--- config.mk ---
export PLATFORM = sky130hd
export DESIGN_NAME = dff_bank_rr_arbiter_flat
export DESIGN_NICKNAME = d
export VERILOG_FILES = /design/src/rtl/dff_bank_rr_arbiter_if.sv /design/src/rtl/dff_bank_rr_arbiter.sv /design/src/flat_wrapper.sv
export SDC_FILE = /design/constraint.sdc
export NUM_CORES = 1
export LEC_CHECK = 0
export CAP_MARGIN = 20
export CORE_MARGIN = 8
export CORE_UTILIZATION = 30
export DETAILED_ROUTE_END_ITERATION = 16
export DONT_BUFFER_PORTS = 1
export PLACE_DENSITY = 0.5
export SYNTH_ARGS = -nofsm -noshare
export SYNTH_HDL_FRONTEND = slang
export SYNTH_SLANG_ARGS = --single-unit
--- constraint.sdc ---
create_clock -name Clock -period 2.06 [get_ports Clock]
set_clock_uncertainty 0.2 [all_clocks]
set_input_delay 0.412 -clock Clock [delete_from_list [all_inputs] [get_ports Clock]]
set_output_delay 0.412 -clock Clock [all_outputs]
set_load 0.005 [all_outputs]
--- src/rtl/dff_bank_rr_arbiter_if.sv ---
// dff_bank_rr_arbiter_if
// Bundles the requester-facing signals of the shared-register arbiter.
//   req  : N     per-requester load request, held until the matching ack
//   din  : N*W   requester data, din[i*WIDTH +: WIDTH] belongs to requester i
//   gnt  : N     registered one-hot grant
//   ack  : N     one-cycle one-hot pulse marking a completed load
//   q    : W     contents of the shared register
//   busy : 1     arbiter is in the middle of a transaction
// The master modport is the requester side; the slave modport is the arbiter.
interface dff_bank_rr_arbiter_if #(
  parameter int WIDTH = 8,
  parameter int N     = 4
);
  logic [N-1:0]       req;
  logic [N*WIDTH-1:0] din;
  logic [N-1:0]       gnt;
  logic [N-1:0]       ack;
  logic [WIDTH-1:0]   q;
  logic               busy;

  modport master (
    output req, din,
    input  gnt, ack, q, busy
  );

  modport slave (
    input  req, din,
    output gnt, ack, q, busy
  );
endinterface

--- src/rtl/dff_bank_rr_arbiter.sv ---
// dff_bank_rr_arbiter
// Round-robin arbiter and write sequencer for a single shared WIDTH-bit
// register. All state lives in falling-edge flops. One requester is granted,
// its data is loaded into the register, an ack is pulsed, and priority then
// moves to the requester after the winner.
// Ports:
//   Clock : falling-edge clock for every flop
//   RST   : synchronous, active-high reset (sampled on the falling edge)
//   bus   : slave side of dff_bank_rr_arbiter_if (req/din in, gnt/ack/q/busy out)
module dff_bank_rr_arbiter #(
  parameter int WIDTH = 8,
  parameter int N     = 4,
  parameter int PTR_W = 2
) (
  input  logic                   Clock,
  input  logic                   RST,
  dff_bank_rr_arbiter_if.slave   bus
);

  typedef enum logic [1:0] {
    IDLE  = 2'd0,
    GRANT = 2'd1,
    DONE  = 2'd2
  } state_t;

  state_t             state_q, state_d;
  logic [PTR_W-1:0]   ptr_q, ptr_d;
  logic [PTR_W-1:0]   win_q, win_d;
  logic [N-1:0]       gnt_q, gnt_d;
  logic [N-1:0]       ack_q, ack_d;
  logic [WIDTH-1:0]   data_q, data_d;

  logic [WIDTH-1:0]   dinArr [N];
  logic               found;
  logic [PTR_W-1:0]   pick;
  logic [PTR_W:0]     candSum;

  // Unflatten the requester data bus so the winner's word can be picked by index.
  for (genvar g = 0; g < N; g++) begin : gUnpack
    assign dinArr[g] = bus.din[g*WIDTH +: WIDTH];
  end

  // Rotating priority search: look at ptr, ptr+1, ... wrapping modulo N and
  // take the first active request. The sum is one bit wider so a single
  // subtraction brings it back into 0..N-1 even when N is not a power of two.
  always_comb begin
    found   = 1'b0;
    pick    = '0;
    candSum = '0;
    for (int k = 0; k < N; k++) begin
      candSum = {1'b0, ptr_q} + (PTR_W+1)'(k);
      if (candSum >= (PTR_W+1)'(N)) begin
        candSum = candSum - (PTR_W+1)'(N);
      end
      if (!found && bus.req[candSum[PTR_W-1:0]]) begin
        found = 1'b1;
        pick  = candSum[PTR_W-1:0];
      end
    end
  end

  // State and datapath registers; reset wins over any transaction in flight,
  // so a load that would have happened on this edge is simply dropped.
  always_ff @(negedge Clock) begin
    if (RST) begin
      state_q <= IDLE;
      ptr_q   <= '0;
      win_q   <= '0;
      gnt_q   <= '0;
      ack_q   <= '0;
      data_q  <= '0;
    end else begin
      state_q <= state_d;
      ptr_q   <= ptr_d;
      win_q   <= win_d;
      gnt_q   <= gnt_d;
      ack_q   <= ack_d;
      data_q  <= data_d;
    end
  end

  // Next-state logic: GRANT falls back to IDLE if the winner withdrew its
  // request before the load edge, otherwise it always passes through DONE.
  always_comb begin
    state_d = state_q;
    case (state_q)
      IDLE:    state_d = found ? GRANT : IDLE;
      GRANT:   state_d = bus.req[win_q] ? DONE : IDLE;
      DONE:    state_d = IDLE;
      default: state_d = IDLE;
    endcase
  end

  // Registered output and datapath next values. The pointer only advances on
  // a completed load, so an aborted grant leaves priority where it was.
  always_comb begin
    ptr_d  = ptr_q;
    win_d  = win_q;
    gnt_d  = gnt_q;
    ack_d  = ack_q;
    data_d = data_q;
    case (state_q)
      IDLE: begin
        if (found) begin
          win_d       = pick;
          gnt_d       = '0;
          gnt_d[pick] = 1'b1;
        end
      end
      GRANT: begin
        if (bus.req[win_q]) begin
          data_d       = dinArr[win_q];
          ack_d        = '0;
          ack_d[win_q] = 1'b1;
        end else begin
          gnt_d = '0;
        end
      end
      DONE: begin
        gnt_d = '0;
        ack_d = '0;
        ptr_d = (win_q == PTR_W'(N-1)) ? '0 : win_q + 1'b1;
      end
      default: begin
        gnt_d = '0;
        ack_d = '0;
      end
    endcase
  end

  assign bus.gnt  = gnt_q;
  assign bus.ack  = ack_q;
  assign bus.q    = data_q;
  assign bus.busy = (state_q != IDLE);

endmodule

--- src/flat_wrapper.sv ---
// flat-port wrapper written by rule: the top's interface ports become plain ports
module dff_bank_rr_arbiter_flat 
#(
  parameter int WIDTH = 8,
  parameter int N     = 4,
  parameter int PTR_W = 2
)
  (Clock, RST, bus_req, bus_din, bus_gnt, bus_ack, bus_q, bus_busy);
  dff_bank_rr_arbiter_if #(.WIDTH(WIDTH), .N(N)) bus_i ();
  input  logic Clock;
  input  logic RST;
  input wire logic [$bits(bus_i.req)-1:0] bus_req;
  input wire logic [$bits(bus_i.din)-1:0] bus_din;
  output wire logic [$bits(bus_i.gnt)-1:0] bus_gnt;
  output wire logic [$bits(bus_i.ack)-1:0] bus_ack;
  output wire logic [$bits(bus_i.q)-1:0] bus_q;
  output wire logic [$bits(bus_i.busy)-1:0] bus_busy;
  assign bus_i.req = bus_req;
  assign bus_i.din = bus_din;
  assign bus_gnt = bus_i.gnt;
  assign bus_ack = bus_i.ack;
  assign bus_q = bus_i.q;
  assign bus_busy = bus_i.busy;
  dff_bank_rr_arbiter #(.WIDTH(WIDTH), .N(N), .PTR_W(PTR_W)) u_core (.Clock(Clock), .RST(RST), .bus(bus_i));
endmodule
==> flow_metrics.tcl <==
set metrics [dict create \
    num_rows 22 \
    hpwl_um 2450 \
    start_util_pct 31.2 \
    setup_viol 36 \
    cp.required_ns 1.45 \
    synth_area_per_cell_um2 11.0 \
    drt-pass1-iter-count 4 \
    seqCellArea_um2 463 \
    wl_per_cell_um 17.4 \
    yosysTopAreaCellShare_pct 38.6 \
    peakVddDrop_uv 333 \
    seq_area_frac_synth_pct 38.6 \
    multi_input_comb_area_um2 752 \
    yosysWarnings 0 \
    nFillCells 385 \
    crit_family "flip-flops" \
    leakage_nw 0.698 \
    clock_sinks 22 \
    synthTopCellsByArea "dfxtp_1, mux4_2, mux2i_1" \
    critPathBufInv 0 \
    crit_path_max_fanout 2 \
    grt_max_degree 16 \
    r2r_start "u_core.win_q[0]" \
    maxSlewHeadroom_pct 80.3 \
    ctsLongestPathBuffers 2 \
    drive_gt1_share_pct 41.2 \
    syn_inst 104 \
    vias 949 \
    grt_usage_pct 10.1 \
    h-tree-depth 1 \
    hp-class "reg -> reg" \
    drt_iter0_drc 34 \
    n_antenna_cell 0 \
    min_to "u_core.bus.ack[2]" \
    fin_nets 180 \
    clk_pin_slew_ns 0.04 \
    port_buffers 0 \
    hold_start "u_core.bus.ack[2]" \
    grt_pass1_wl_um 4990 \
    drv_cap 0 \
    violations "setup timing" \
    finalWorstSetupSlack_ns -0.470 \
    area_growth_pct 34.8 \
    synth_area_mm2 0.00114 \
    mappedNetlistNets 146 \
    hold_viol_final 0 \
    fp.coreArea_mm2 0.00366 \
    cts_buffers 3 \
    fin_cells 184 \
    slowest_delay_ns 0.32 \
    chipWidth_um 77.7 \
    total_power_w 0.00113 \
    worst_setup_path_start_kind "flip-flop" \
    gp_congestion 0.781 \
    status "finished, violations left" \
    crit_cells 1 \
    worstSkewPairLatency_ns 0.33 \
    cts_root_buf "clkbuf_8" \
    postRouteWirelength_um 3210 \
    via_per_inst 5.16 \
    arrival_ns 1.92 \
    slowest_stage "dfxtp_2" \
    grt.overflow.total 0 \
    fp.dieArea_mm2 0.00604 \
    placedCellCount 158 \
    grt_pass1_vias 1068 \
    hold_depth 2 \
    rsz0062_at_grt "yes" \
    endpoint_kind "output pin" \
    postRouteAntennaNets 0 \
    timing.rr.end "u_core.bus.q[1]" \
    slew_viol_final 0 \
    worstMarginPinSlew_ns 0.295 \
    num_io_pins 55 \
    whs_ns 0.274 \
    die_y_um 77.7 \
    ff2ff_path_depth 5 \
    yosys.cell_types.count 27 \
    antenna_found_initial 0 \
    criticalPathCategory "reg -> out" \
    r2r_slack_ns 0.31 \
    ctsHoldBuffers 0 \
    cts_tree "done" \
    yosys.area.top_type "dfxtp_1" \
    power_density_mw_per_mm2 731 \
    final_common_cell "inv_1" \
    layout_common_cells "inv_1, dfxtp_2, nor2_1, mux2i_1, mux4_2" \
    drc 0 \
    crit_chain "or2_4" \
    ys_seq_elements 22 \
]
==> what timing repair did <==
action                                  4_1_cts  5_1_grt
cloned                                        1        0
buffers inserted                              1        0
resized for setup                            23        9
endpoints found under the setup margin       36       36
pin swaps                                     3        4
==> layer usage <==
metal,track usage (%),wire (um)
met4,3.58,14
met3,6.57,316
met1,9.58,1210
met2,17.2,1670
met5,0,0
==> logic make-up after synthesis <==
group | synth area share, %
simple gates | 15.2
buf+inv | 3.39
fa+ha+maj | 4.38
compound gates | 11.1
mux | 27.4
flops | 38.6
==> flip-flops by register name (all words and copies together) (netlist names) <==
signal and flops:
u_core.win_q 2, u_core.bus.ack 4, u_core.ptr_q 2, u_core.state_q 2, u_core.bus.q 8, u_core.bus.gnt 4
==> synth_stat cells (all sizes together) <==
master,count
a21boi,1
a21oi,2
a22o,1
a311oi,1
a32o,7
buf,2
clkbuf,2
dfxtp,22
ha,4
inv,4
mux2i,11
mux4,9
nand2,3
nand2b,3
nand3,1
nand3b,1
nor2,18
nor2b,3
nor3,1
nor4,1
o21ai,2
o31ai,1
or2,3
or3,1
==> worst max-delay path by stage <==
stage	slack, ns	end	from
2_1_floorplan	-0.64	u_core.bus.ack[3]	bus_req[3]
4_1_cts	-0.48	bus_busy	u_core.state_q[1]
3_5_place_dp	-0.70	u_core.bus.q[1]	bus_req[3]
5_1_grt	-0.50	bus_busy	u_core.state_q[1]
3_3_place_gp	-0.67	u_core.bus.ack[1]	bus_req[3]
6_report	-0.47	bus_busy	u_core.state_q[1]
==> cell type report <==
type / count / area share [%]
clock buffer: 3 / 2.68
inverter: 3 / 0.731
sequential: 22 / 30.1
clock inverter: 22 / 5.36
tap: 48 / 3.90
timing repair buffer: 12 / 8.45
multi-input combinational: 74 / 48.8
==> stage by stage <==
stage	setup WS, ns	TNS (ns)	utilization [%]	cell area, um2
after global routing	-0.498	-11.60	42.1	1540
after global placement	-0.671	-11.94	35.4	1300
after CTS	-0.484	-10.66	40.9	1500
after detailed placement	-0.696	-12.25	35.4	1300
final	-0.470	-10.63	42.1	1540
after floorplan	-0.642	-11.31	-	1170
==> report_power, final <==
part           leakage, nW  internal, W  switching, W
Sequential           0.187     0.000459     0.0000207
Combinational        0.372     0.000128     0.0000945
Clock                0.139     0.000186      0.000237
Total                0.698     0.000773      0.000353
No activity file was read; power rests on OpenSTA's default activity.
